==> src/rtl/reg_writeback_if.sv <==
// Writeback bus: ALU and LSU result handshakes, register file write port,
// and decode-stage hazard query. The pipeline side uses the master modport,
// the writeback queue uses the slave modport.
interface reg_writeback_if #(
    parameter int XLEN = 32
);
    // ALU result handshake
    logic            i_alu_valid;
    logic            o_alu_ready;
    logic [4:0]      i_alu_rd;
    logic [XLEN-1:0] i_alu_data;

    // Load result handshake
    logic            i_lsu_valid;
    logic            o_lsu_ready;
    logic [4:0]      i_lsu_rd;
    logic [XLEN-1:0] i_lsu_data;
    logic [2:0]      i_lsu_funct3;
    logic [1:0]      i_lsu_addr_lo;

    // Register file write port
    logic            i_wb_hold;
    logic            o_wr;
    logic [4:0]      o_rd;
    logic [XLEN-1:0] o_write_data;

    // Hazard query and status
    logic [4:0]      i_rs1;
    logic [4:0]      i_rs2;
    logic            o_hazard1;
    logic            o_hazard2;
    logic            o_empty;

    modport master (
        output i_alu_valid, i_alu_rd, i_alu_data,
        output i_lsu_valid, i_lsu_rd, i_lsu_data, i_lsu_funct3, i_lsu_addr_lo,
        output i_wb_hold, i_rs1, i_rs2,
        input  o_alu_ready, o_lsu_ready,
        input  o_wr, o_rd, o_write_data,
        input  o_hazard1, o_hazard2, o_empty
    );

    modport slave (
        input  i_alu_valid, i_alu_rd, i_alu_data,
        input  i_lsu_valid, i_lsu_rd, i_lsu_data, i_lsu_funct3, i_lsu_addr_lo,
        input  i_wb_hold, i_rs1, i_rs2,
        output o_alu_ready, o_lsu_ready,
        output o_wr, o_rd, o_write_data,
        output o_hazard1, o_hazard2, o_empty
    );
endinterface

==> src/rtl/reg_writeback.sv <==
// Writeback queue in front of the register file write port.
// Accepts ALU and load results (LSU has priority), formats load data,
// buffers results in order and drains one write per cycle. Reports
// pending-write hazards for the decode stage source registers.
// DEPTH must be a power of two and at least 2; load formatting assumes XLEN = 32.
module reg_writeback #(
    parameter int DEPTH = 4,
    parameter int XLEN  = 32
) (
    input  logic            clk,
    input  logic            rst,
    reg_writeback_if.slave  bus
);
    localparam int PTR_W = $clog2(DEPTH);
    localparam int CNT_W = PTR_W + 1;

    localparam logic [2:0] F3_LB  = 3'b000;
    localparam logic [2:0] F3_LH  = 3'b001;
    localparam logic [2:0] F3_LBU = 3'b100;
    localparam logic [2:0] F3_LHU = 3'b101;

    localparam logic [CNT_W-1:0] CNT_FULL = CNT_W'(DEPTH);

    typedef struct packed {
        logic [4:0]      rd;
        logic [XLEN-1:0] data;
    } entry_t;

    // Extract and extend the addressed byte/half of an aligned memory word.
    // Unlisted funct3 codes behave as LW.
    function automatic logic [XLEN-1:0] format_load(
        input logic [2:0]      funct3,
        input logic [1:0]      addr_lo,
        input logic [XLEN-1:0] raw
    );
        logic [XLEN-1:0] byte_sh;
        logic [XLEN-1:0] half_sh;
        byte_sh = raw >> {addr_lo, 3'b000};
        half_sh = raw >> {addr_lo[1], 4'b0000};
        case (funct3)
            F3_LB:   format_load = {{(XLEN-8){byte_sh[7]}}, byte_sh[7:0]};
            F3_LH:   format_load = {{(XLEN-16){half_sh[15]}}, half_sh[15:0]};
            F3_LBU:  format_load = {{(XLEN-8){1'b0}}, byte_sh[7:0]};
            F3_LHU:  format_load = {{(XLEN-16){1'b0}}, half_sh[15:0]};
            default: format_load = raw;
        endcase
    endfunction

    entry_t            mem [DEPTH];
    logic [PTR_W-1:0]  wr_ptr;
    logic [PTR_W-1:0]  rd_ptr;
    logic [CNT_W-1:0]  count;

    logic              full;
    logic              lsu_fire;
    logic              alu_fire;
    logic              push;
    logic              pop;
    entry_t            push_entry;
    entry_t            head;

    logic              wr_q;
    logic [4:0]        rd_q;
    logic [XLEN-1:0]   data_q;

    logic [DEPTH-1:0]  occupied;
    logic              hazard1;
    logic              hazard2;

    assign full     = (count == CNT_FULL);
    assign lsu_fire = bus.i_lsu_valid && !full;
    assign alu_fire = bus.i_alu_valid && !full && !bus.i_lsu_valid;
    assign pop      = (count != '0) && !bus.i_wb_hold;
    assign head     = mem[rd_ptr];

    // Select the accepted result; rd = 0 completes the handshake but is dropped.
    always_comb begin
        // NOTE: every output of a combinational block gets a default first, so no path leaves it unassigned and no latch is inferred.
        push_entry = '0;
        push       = 1'b0;
        if (lsu_fire) begin
            push_entry.rd   = bus.i_lsu_rd;
            push_entry.data = format_load(bus.i_lsu_funct3, bus.i_lsu_addr_lo, bus.i_lsu_data);
            push            = (bus.i_lsu_rd != 5'd0);
        end else if (alu_fire) begin
            push_entry.rd   = bus.i_alu_rd;
            push_entry.data = bus.i_alu_data;
            push            = (bus.i_alu_rd != 5'd0);
        end
    end

    // Queue pointers and occupancy count.
    always_ff @(posedge clk or posedge rst) begin
        if (rst) begin
            // NOTE: sequential state uses non-blocking assignments so every register samples pre-edge values regardless of block order.
            wr_ptr <= '0;
            rd_ptr <= '0;
            count  <= '0;
        end else begin
            if (push) wr_ptr <= wr_ptr + 1'b1;
            if (pop)  rd_ptr <= rd_ptr + 1'b1;
            case ({push, pop})
                2'b10:   count <= count + 1'b1;
                2'b01:   count <= count - 1'b1;
                default: count <= count;
            endcase
        end
    end

    // Entry storage.
    always_ff @(posedge clk) begin
        // NOTE: storage is deliberately not reset; count decides which slots are live, so stale contents are never observed.
        if (push) mem[wr_ptr] <= push_entry;
    end

    // Register file write port: one pop per cycle into the output register.
    always_ff @(posedge clk or posedge rst) begin
        if (rst) begin
            wr_q   <= 1'b0;
            rd_q   <= '0;
            data_q <= '0;
        end else begin
            wr_q <= pop;
            if (pop) begin
                rd_q   <= head.rd;
                data_q <= head.data;
            end
        end
    end

    // A slot is live when its distance from the read pointer is below count.
    for (genvar gi = 0; gi < DEPTH; gi++) begin : g_occ
        logic [PTR_W-1:0] slot_off;
        assign slot_off     = PTR_W'(gi) - rd_ptr;
        assign occupied[gi] = ({1'b0, slot_off} < count);
    end

    // Pending-write hazard: any live entry or the write in flight targets rs.
    always_comb begin
        hazard1 = 1'b0;
        hazard2 = 1'b0;
        for (int i = 0; i < DEPTH; i++) begin
            if (occupied[i] && (mem[i].rd == bus.i_rs1)) hazard1 = 1'b1;
            if (occupied[i] && (mem[i].rd == bus.i_rs2)) hazard2 = 1'b1;
        end
        if (wr_q && (rd_q == bus.i_rs1)) hazard1 = 1'b1;
        if (wr_q && (rd_q == bus.i_rs2)) hazard2 = 1'b1;
    end

    assign bus.o_lsu_ready  = !full;
    assign bus.o_alu_ready  = !full && !bus.i_lsu_valid;
    assign bus.o_wr         = wr_q;
    assign bus.o_rd         = rd_q;
    assign bus.o_write_data = data_q;
    assign bus.o_hazard1    = hazard1 && (bus.i_rs1 != 5'd0);
    assign bus.o_hazard2    = hazard2 && (bus.i_rs2 != 5'd0);
    assign bus.o_empty      = (count == '0) && !wr_q;

endmodule

==> src/flat_wrapper.sv <==
// flat-port wrapper written by rule: the top's interface ports become plain ports
module reg_writeback_flat 
#(
    parameter int DEPTH = 4,
    parameter int XLEN  = 32
)
  (clk, rst, bus_i_alu_valid, bus_i_alu_rd, bus_i_alu_data, bus_i_lsu_valid, bus_i_lsu_rd, bus_i_lsu_data, bus_i_lsu_funct3, bus_i_lsu_addr_lo, bus_i_wb_hold, bus_i_rs1, bus_i_rs2, bus_o_alu_ready, bus_o_lsu_ready, bus_o_wr, bus_o_rd, bus_o_write_data, bus_o_hazard1, bus_o_hazard2, bus_o_empty);
  reg_writeback_if #(.XLEN(XLEN)) bus_i ();
  input  logic clk;
  input  logic rst;
  input wire logic [$bits(bus_i.i_alu_valid)-1:0] bus_i_alu_valid;
  input wire logic [$bits(bus_i.i_alu_rd)-1:0] bus_i_alu_rd;
  input wire logic [$bits(bus_i.i_alu_data)-1:0] bus_i_alu_data;
  input wire logic [$bits(bus_i.i_lsu_valid)-1:0] bus_i_lsu_valid;
  input wire logic [$bits(bus_i.i_lsu_rd)-1:0] bus_i_lsu_rd;
  input wire logic [$bits(bus_i.i_lsu_data)-1:0] bus_i_lsu_data;
  input wire logic [$bits(bus_i.i_lsu_funct3)-1:0] bus_i_lsu_funct3;
  input wire logic [$bits(bus_i.i_lsu_addr_lo)-1:0] bus_i_lsu_addr_lo;
  input wire logic [$bits(bus_i.i_wb_hold)-1:0] bus_i_wb_hold;
  input wire logic [$bits(bus_i.i_rs1)-1:0] bus_i_rs1;
  input wire logic [$bits(bus_i.i_rs2)-1:0] bus_i_rs2;
  output wire logic [$bits(bus_i.o_alu_ready)-1:0] bus_o_alu_ready;
  output wire logic [$bits(bus_i.o_lsu_ready)-1:0] bus_o_lsu_ready;
  output wire logic [$bits(bus_i.o_wr)-1:0] bus_o_wr;
  output wire logic [$bits(bus_i.o_rd)-1:0] bus_o_rd;
  output wire logic [$bits(bus_i.o_write_data)-1:0] bus_o_write_data;
  output wire logic [$bits(bus_i.o_hazard1)-1:0] bus_o_hazard1;
  output wire logic [$bits(bus_i.o_hazard2)-1:0] bus_o_hazard2;
  output wire logic [$bits(bus_i.o_empty)-1:0] bus_o_empty;
  assign bus_i.i_alu_valid = bus_i_alu_valid;
  assign bus_i.i_alu_rd = bus_i_alu_rd;
  assign bus_i.i_alu_data = bus_i_alu_data;
  assign bus_i.i_lsu_valid = bus_i_lsu_valid;
  assign bus_i.i_lsu_rd = bus_i_lsu_rd;
  assign bus_i.i_lsu_data = bus_i_lsu_data;
  assign bus_i.i_lsu_funct3 = bus_i_lsu_funct3;
  assign bus_i.i_lsu_addr_lo = bus_i_lsu_addr_lo;
  assign bus_i.i_wb_hold = bus_i_wb_hold;
  assign bus_i.i_rs1 = bus_i_rs1;
  assign bus_i.i_rs2 = bus_i_rs2;
  assign bus_o_alu_ready = bus_i.o_alu_ready;
  assign bus_o_lsu_ready = bus_i.o_lsu_ready;
  assign bus_o_wr = bus_i.o_wr;
  assign bus_o_rd = bus_i.o_rd;
  assign bus_o_write_data = bus_i.o_write_data;
  assign bus_o_hazard1 = bus_i.o_hazard1;
  assign bus_o_hazard2 = bus_i.o_hazard2;
  assign bus_o_empty = bus_i.o_empty;
  reg_writeback #(.DEPTH(DEPTH), .XLEN(XLEN)) u_core (.clk(clk), .rst(rst), .bus(bus_i));
endmodule
==> config.mk <==
export PLATFORM = sky130hd
export DESIGN_NAME = reg_writeback_flat
export DESIGN_NICKNAME = d
export VERILOG_FILES = /design/src/rtl/reg_writeback_if.sv /design/src/rtl/reg_writeback.sv /design/src/flat_wrapper.sv
export SDC_FILE = /design/constraint.sdc
export NUM_CORES = 1
export LEC_CHECK = 0
export CAP_MARGIN = 30
export CORE_MARGIN = 3
export CORE_UTILIZATION = 30
export CTS_CLUSTER_SIZE = 10
export DETAILED_ROUTE_END_ITERATION = 16
export PLACE_DENSITY = 0.5
export SYNTH_ARGS = -nofsm -noshare
export SYNTH_HDL_FRONTEND = slang
export SYNTH_SLANG_ARGS = --single-unit
==> constraint.sdc <==
create_clock -name clk -period 3.2 [get_ports clk]
set_input_delay 0.32 -clock clk [delete_from_list [all_inputs] [get_ports clk]]
set_output_delay 0.32 -clock clk [all_outputs]
set_load 0.01 [all_outputs]
; ---- Word-level counts from Yosys, hierarchy flattened
; Memory sizes are Yosys's and may differ from the RTL's. A register that Yosys moved wholly into a read port is not among the register bits.
; Index checks and enable logic that the tools add are counted.
[totals]
ff_bits = 8
ramBits = 148
inputBits = 94
out_inout_bits = 43
word_cells = 83
n_memories = 1
[mem_list]
columns = memory, depth, width, rd, rd_clocked_by_memory_dff, write_ports, line
row1 = u_core.mem, 4, 37, 5, 1, 1, reg_writeback.sv:49  ; entry_t mem [DEPTH];
[classes]
addsub = 8
n_lt_le_gt_ge = 4
n_eq_ne = 16
shifts = 2
n_mux = 18
n_reduce_logical = 30
[ops]
columns = operator, count
row1 = one-hot mux 32 bit (4 select lines), 1
row2 = two-way mux 37 bit, 2
row3 = == test 5 bit, 10
row4 = >> shifter 32 x 5 -> 16 bit, 1
row5 = >> shifter 32 x 5 -> 8 bit, 1
row6 = nonzero test 5 bit, 4
row7 = logical AND 1 bit, 18
row8 = two-way mux 1 bit, 14
row9 = less-than comparator 2 x 3 -> 1 bit, 4
row10 = == test 3 bit (second input constant), 3
row11 = zero test 3 bit, 2
row12 = one-hot mux 3 bit (2 select lines), 1
row13 = adder 2 x 1 -> 2 bit (second input constant), 2
row14 = zero test 1 bit, 4
row15 = subtractor 1 x 2 -> 2 bit (first input constant), 2
row16 = subtractor 2 bit (first input constant), 2
row17 = adder 3 x 1 -> 3 bit (second input constant), 1
row18 = == test 3 x 1 -> 1 bit (second input constant), 1
row19 = nonzero test 3 bit, 1
row20 = subtractor 3 x 1 -> 3 bit (second input constant), 1
row21 = == test 2 x 1 -> 1 bit (second input constant), 1
row22 = == test 2 bit (second input constant), 1
row23 = nonzero test 2 bit, 1

; ---- Logic depth before layout (Yosys ltp)
[depth]
ltp_word = 9
mapped_depth = 12
mapped_depth_nobuf = 11

; ---- Worst setup path after synthesis
; Ideal clock, no wire load.
[synth_timing]
kind = reg-to-reg
start = register u_core.count[2]
end = memory u_core.mem[0][0] in the netlist's numbering, enable pin
setup_time_ns = 0.398
arrival_time_ns = 2.194
required_ns = 2.802
path_slack_ns = 0.608
path_stages_with_launch = 7
path_buffers = 1
period_less_slack_ns = 2.592
path_cell_list = dfrtp_1 or3b_4 and2_1 buf_2 o21ai_0 o21ai_1 and2_1
[synth_between]
elab_chain_cells = 8
word_cells_on_any_way = 9
classes_between = eq/ne: 1 / mux: 4 / reduce/logical: 4
[synth_lines]
columns = element, line
row1 = "start, declared", reg_writeback.sv:52  ; logic [CNT_W-1:0] count;
row2 = "start signal, assigned", reg_writeback.sv:103  ; 2'b10: count <= count + 1'b1;
row3 = "start signal, assigned", reg_writeback.sv:104  ; 2'b01: count <= count - 1'b1;
row4 = "start signal, assigned", reg_writeback.sv:105  ; default: count <= count;
row5 = == test 3 bit (*), reg_writeback.sv:70  ; assign full = (count == CNT_FULL);
row6 = zero test 1 bit (*), --
row7 = net bus_o_lsu_ready, flat_wrapper.sv:23  ; output wire logic [$bits(bus_i.o_lsu_ready)-1:0] bus_o_lsu_ready;
row8 = logical AND 1 bit (2 in a row), reg_writeback.sv:72  ; assign alu_fire = bus.i_alu_valid && !full && !bus.i_lsu_valid;
row9 = two-way mux 1 bit, reg_writeback.sv:85  ; end else if (alu_fire) begin
row10 = two-way mux 1 bit (*), reg_writeback.sv:81  ; if (lsu_fire) begin
row11 = two-way mux 1 bit (*), reg_writeback.sv:113  ; if (push) mem[wr_ptr] <= push_entry;
row12 = two-way mux 1 bit (not written as such) (*), reg_writeback.sv:113
row13 = "end, declared", reg_writeback.sv:49
; Mark *: on every way through the listed nets, which the timed path passes. The rest lies on a longest branch.

; ---- Worst setup path after layout
[layout_timing]
start = register u_core.rd_ptr[0]
end = output bus_o_hazard2
[layout_between]
elab_chain_cells = 9
word_cells_on_any_way = 18
classes_between = add/sub: 4 / order compare: 4 / mux: 5 / reduce/logical: 5
[layout_lines]
columns = element, line
row1 = "start, declared", reg_writeback.sv:51  ; logic [PTR_W-1:0] rd_ptr;
row2 = "start signal, assigned", reg_writeback.sv:101  ; if (pop) rd_ptr <= rd_ptr + 1'b1;
row3 = subtractor 1 x 2 -> 2 bit, reg_writeback.sv:134  ; assign slot_off = PTR_W'(gi) - rd_ptr;
row4 = less-than comparator 2 x 3 -> 1 bit, reg_writeback.sv:135  ; assign occupied[gi] = ({1'b0, slot_off} < count);
row5 = logical AND 1 bit, reg_writeback.sv:144  ; if (occupied[i] && (mem[i].rd == bus.i_rs2)) hazard2 = 1'b1;
row6 = two-way mux 1 bit (3 in a row), reg_writeback.sv:144
row7 = two-way mux 1 bit (*), reg_writeback.sv:144
row8 = two-way mux 1 bit (*), reg_writeback.sv:147  ; if (wr_q && (rd_q == bus.i_rs2)) hazard2 = 1'b1;
row9 = logical AND 1 bit (*), reg_writeback.sv:156  ; assign bus.o_hazard2 = hazard2 && (bus.i_rs2 != 5'd0);
row10 = "end, declared", flat_wrapper.sv:28  ; output wire logic [$bits(bus_i.o_hazard2)-1:0] bus_o_hazard2;
; Every way passes the cells marked *; elsewhere a longest branch is shown, timed or not.

==> flow_metrics.tcl <==
set metrics [dict create \
    status "finished, final reports clean" \
    switching_share_pct 32.60 \
    cts_hold_buf 0 \
    p_sw_uw 3161 \
    crit_required_ns 2.88 \
    grt_max_degree 41 \
    clk_pin_slew_ns 0.08 \
    syn_inst 549 \
    drc 0 \
    area_growth_pct 28.15 \
    powerDensity_nw_per_um2 857.2 \
    via_per_inst 5.069 \
    cpPeakStageDelay_ns 0.53 \
    reg2reg_depth 11 \
    cp_slowest_cell "clkdlybuf4s50_1" \
    path_depth 8 \
    path_delay_family "buffers and inverters" \
    cts_tree "yes" \
    die-area_um2 31520 \
    power_frac_clock_pct 21.9 \
    start_util_pct 30.59 \
    post-route-util_pct 39.20 \
    io_buffers 136 \
    final_net_count 789 \
    core_area_um2 28860 \
    drtIter0Drc 423 \
    comb_power_share_pct 36.3 \
    fin_skew_ns 0.01248 \
    cp_max_fo 10 \
    reg2reg_slack_ns 0.51 \
    setup_tns_ns 0 \
    crit_end "bus_o_hazard2" \
    wl_met3_um 1400 \
    critPathLaunch "u_core.rd_ptr[0]" \
    wl_per_cell_um 21.79 \
    die_height_um 177.5 \
    h-tree-depth 4 \
    grtUsageTotal_pct 15.14 \
    ioPinCount 137 \
    grt_pass1_wl_um 35520 \
    cts_buffers 17 \
    routabilityCongestion 0.9576 \
    antenna_found_initial 0 \
    syn_area_um2 8827 \
    ys_warn_count 0 \
    seqPwrFrac_pct 41.8 \
    cts_max_path_buffers 2 \
    num_vias 5485 \
    arrival_ns 2.72 \
    die_w_um 177.5 \
    worst_slew_pin_slew_ns 0.8985 \
    n_antenna_cell 0 \
    rsz0062_at_grt "false" \
    hpwl_um 16290 \
    power.leakage_uw 0.003959 \
    grt_overflow 0 \
    cts-root-buf "clkbuf_16" \
    critPathCaptureType "output port" \
    synth_seq_cells 193 \
    worstReg2RegStart "u_core.count[2]" \
    wl_met1_um 10840 \
    worst_r2r_endpoint "u_core.count[2]" \
    crit_buf_inv 2 \
    wl_met2_um 11060 \
    criticalPathCategory "register to output port" \
    clock_latency_ns 0.43 \
    ir_worst_vdd_uv 432.6 \
    drt-total-wl_um 23580 \
    drive_above_1_share_pct 20.34 \
    startpoint_type "register" \
    path_cells "xnor2_1 -> inv_1 -> ha_1 -> a21oi_1 -> o211ai_1 -> nand4_1 -> o22a_1 -> clkdlybuf4s50_1" \
    synth_cell_types 44 \
    timing.final.max_slew_violations 0 \
    yosysSeqAreaShare_pct 63.10 \
    post-route-period-util_pct 94.96 \
    intPower_uw 6536 \
    achievable-frequency_mhz 329.1 \
    clock-sinks 193 \
    drt_pass1_iterations 5 \
    setup-violations-final 0 \
    syn_nets 653 \
    finalHoldViolations 0 \
    top_layer "met4" \
    slew-limit-headroom_pct 39.88 \
    final_antenna_net_count 0 \
    grt_pass1_vias 5796 \
    cap_violations 0 \
    fp-row-count 62 \
    synth.avg_cell_area_um2 16.08 \
    layout_min_cycle_time_ns 3.039 \
    hold_path_class "input port to async pin" \
]
[Yosys cell counts (all sizes together)]
| cell type | instances | share of area, % |
|---|---|---|
| a2111oi | 1 | 0.31 |
| a211oi | 1 | 0.085 |
| a21boi | 1 | 0.085 |
| a21oi | 17 | 0.96 |
| a221o | 22 | 2.5 |
| a22o | 5 | 0.50 |
| a31oi | 2 | 0.14 |
| and2 | 6 | 0.45 |
| buf | 12 | 1.0 |
| clkbuf | 25 | 1.1 |
| dfrtp | 45 | 13 |
| edfxtp | 148 | 50 |
| fa | 1 | 0.23 |
| ha | 9 | 1.3 |
| inv | 13 | 0.55 |
| mux2 | 39 | 5.0 |
| mux2i | 8 | 0.91 |
| mux4 | 38 | 9.7 |
| nand2 | 16 | 0.68 |
| nand2b | 2 | 0.23 |
| nand3 | 4 | 0.23 |
| nand4 | 6 | 0.43 |
| nor2 | 6 | 0.26 |
| nor2b | 4 | 0.37 |
| nor3 | 14 | 0.79 |
| nor4 | 5 | 0.35 |
| o211ai | 2 | 0.17 |
| o21a | 7 | 0.60 |
| o21ai | 15 | 0.85 |
| o21ba | 1 | 0.11 |
| o221ai | 1 | 0.099 |
| o22a | 3 | 0.30 |
| o22ai | 7 | 0.50 |
| or3 | 1 | 0.071 |
| or3b | 1 | 0.13 |
| or4 | 4 | 0.34 |
| xnor2 | 19 | 1.9 |
| xor2 | 38 | 3.8 |
[per-stage QoR]
stage	setup WS, ns	cell area, um2	power, uW	hold slack (ns)	std cells
after floorplan	0.6078	8827	6136	0.5340	549
after global placement	0.3273	10680	7601	0.4946	1048
after detailed placement	0.2471	10690	7694	0.4946	1049
after CTS	0.07462	11300	9831	0.2755	1081
after global routing	0.01345	11310	10250	0.3183	1082
final	0.1611	11310	9697	0.2570	1082
[routing by layer]
metal | up-vias | track usage [%]
li1 | 2426 | -
met1 | 2813 | 21.57
met2 | 225 | 23.79
met3 | 21 | 3.102
met4 | 0 | 3.665
met5 | - | 0
[worst register-to-register path, stage by stage (launching register included)]
cell,delay (ns)
dfrtp_1,0.49
or3b_4,0.43
and2_1,0.18
o21ai_0,0.07
o21ai_1,0.23
inv_1,0.13
ha_1,0.19
inv_1,0.07
fa_1,0.42
xor2_1,0.15
nor2_1,0.11
xnor2_1,0.13
[cells in the final DEF, fill, tap and decap left out, types with 14 or more instances in the layout]
| cell | count |
|---|---|
| a21oi_1 | 17 |
| edfxtp_1 | 148 |
| nand2_1 | 16 |
| nor3_1 | 14 |
| mux4_2 | 38 |
| dfrtp_1 | 43 |
| a221o_1 | 22 |
| clkdlybuf4s50_1 | 136 |
| xor2_1 | 38 |
| clkbuf_16 | 17 |
| xnor2_1 | 19 |
| mux2_2 | 39 |
[worst min path at each step]
stage | start | end | slack, ns
2_1_floorplan | u_core.wr_ptr[1] | u_core.wr_ptr[1] | 0.53
3_3_place_gp | u_core.bus.o_write_data[27] | u_core.bus.o_write_data[27] | 0.49
3_5_place_dp | u_core.bus.o_write_data[20] | u_core.bus.o_write_data[20] | 0.49
4_1_cts | rst | u_core.bus.o_rd[3] | 0.28
5_1_grt | rst | u_core.bus.o_write_data[22] | 0.32
6_report | rst | u_core.bus.o_rd[3] | 0.26
[sequential cells by signal, summed over array words and instances, names as in the netlist]
register	count
u_core.rd_ptr	2
u_core.mem	148
u_core.wr_ptr	2
u_core.count	3
u_core.bus.o_wr	1
u_core.bus.o_rd	5
u_core.bus.o_write_data	32
[area by class of cell]
class                           count  area, um2
Clock inverter                     15      186.4
Multi-Input combinational cell    306       3044
Sequential cell                   193       5573
Tap cell                          384      480.5
Clock buffer                       17      425.4
Inverter                           13      48.80
Timing Repair Buffer              154       1554
Fill cell                        2699      17550
[logic make-up (layout without fill, tap and decap cells)]
family	after synthesis	after routing	synth area share, %
buffers and inverters	50	199	2.636
adders and majority gates	10	10	1.503
muxes	85	85	15.58
and+or+nand+nor	69	69	4.323
AOI/OAI and AO/OA	85	85	7.201
xor gates and xnor gates	57	57	5.656
DFF	193	193	63.10
[power by group through the flow]
stage	Sequential (uW)	Clock (uW)	Combinational (uW)
global route	4150	2270	3830
finish	4060	2120	3520
detailed placement	4140	0	3560
global placement	4090	0	3510
floorplan	4100	0	2040
CTS	4080	2170	3580
[what timing repair did]
action / in CTS / in global routing
pin swaps: 0 / 0
endpoints found under the setup margin: 1 / 2
buffers inserted: 0 / 1
resized for setup: 1 / 2
No activity file was read; power rests on OpenSTA's default activity.
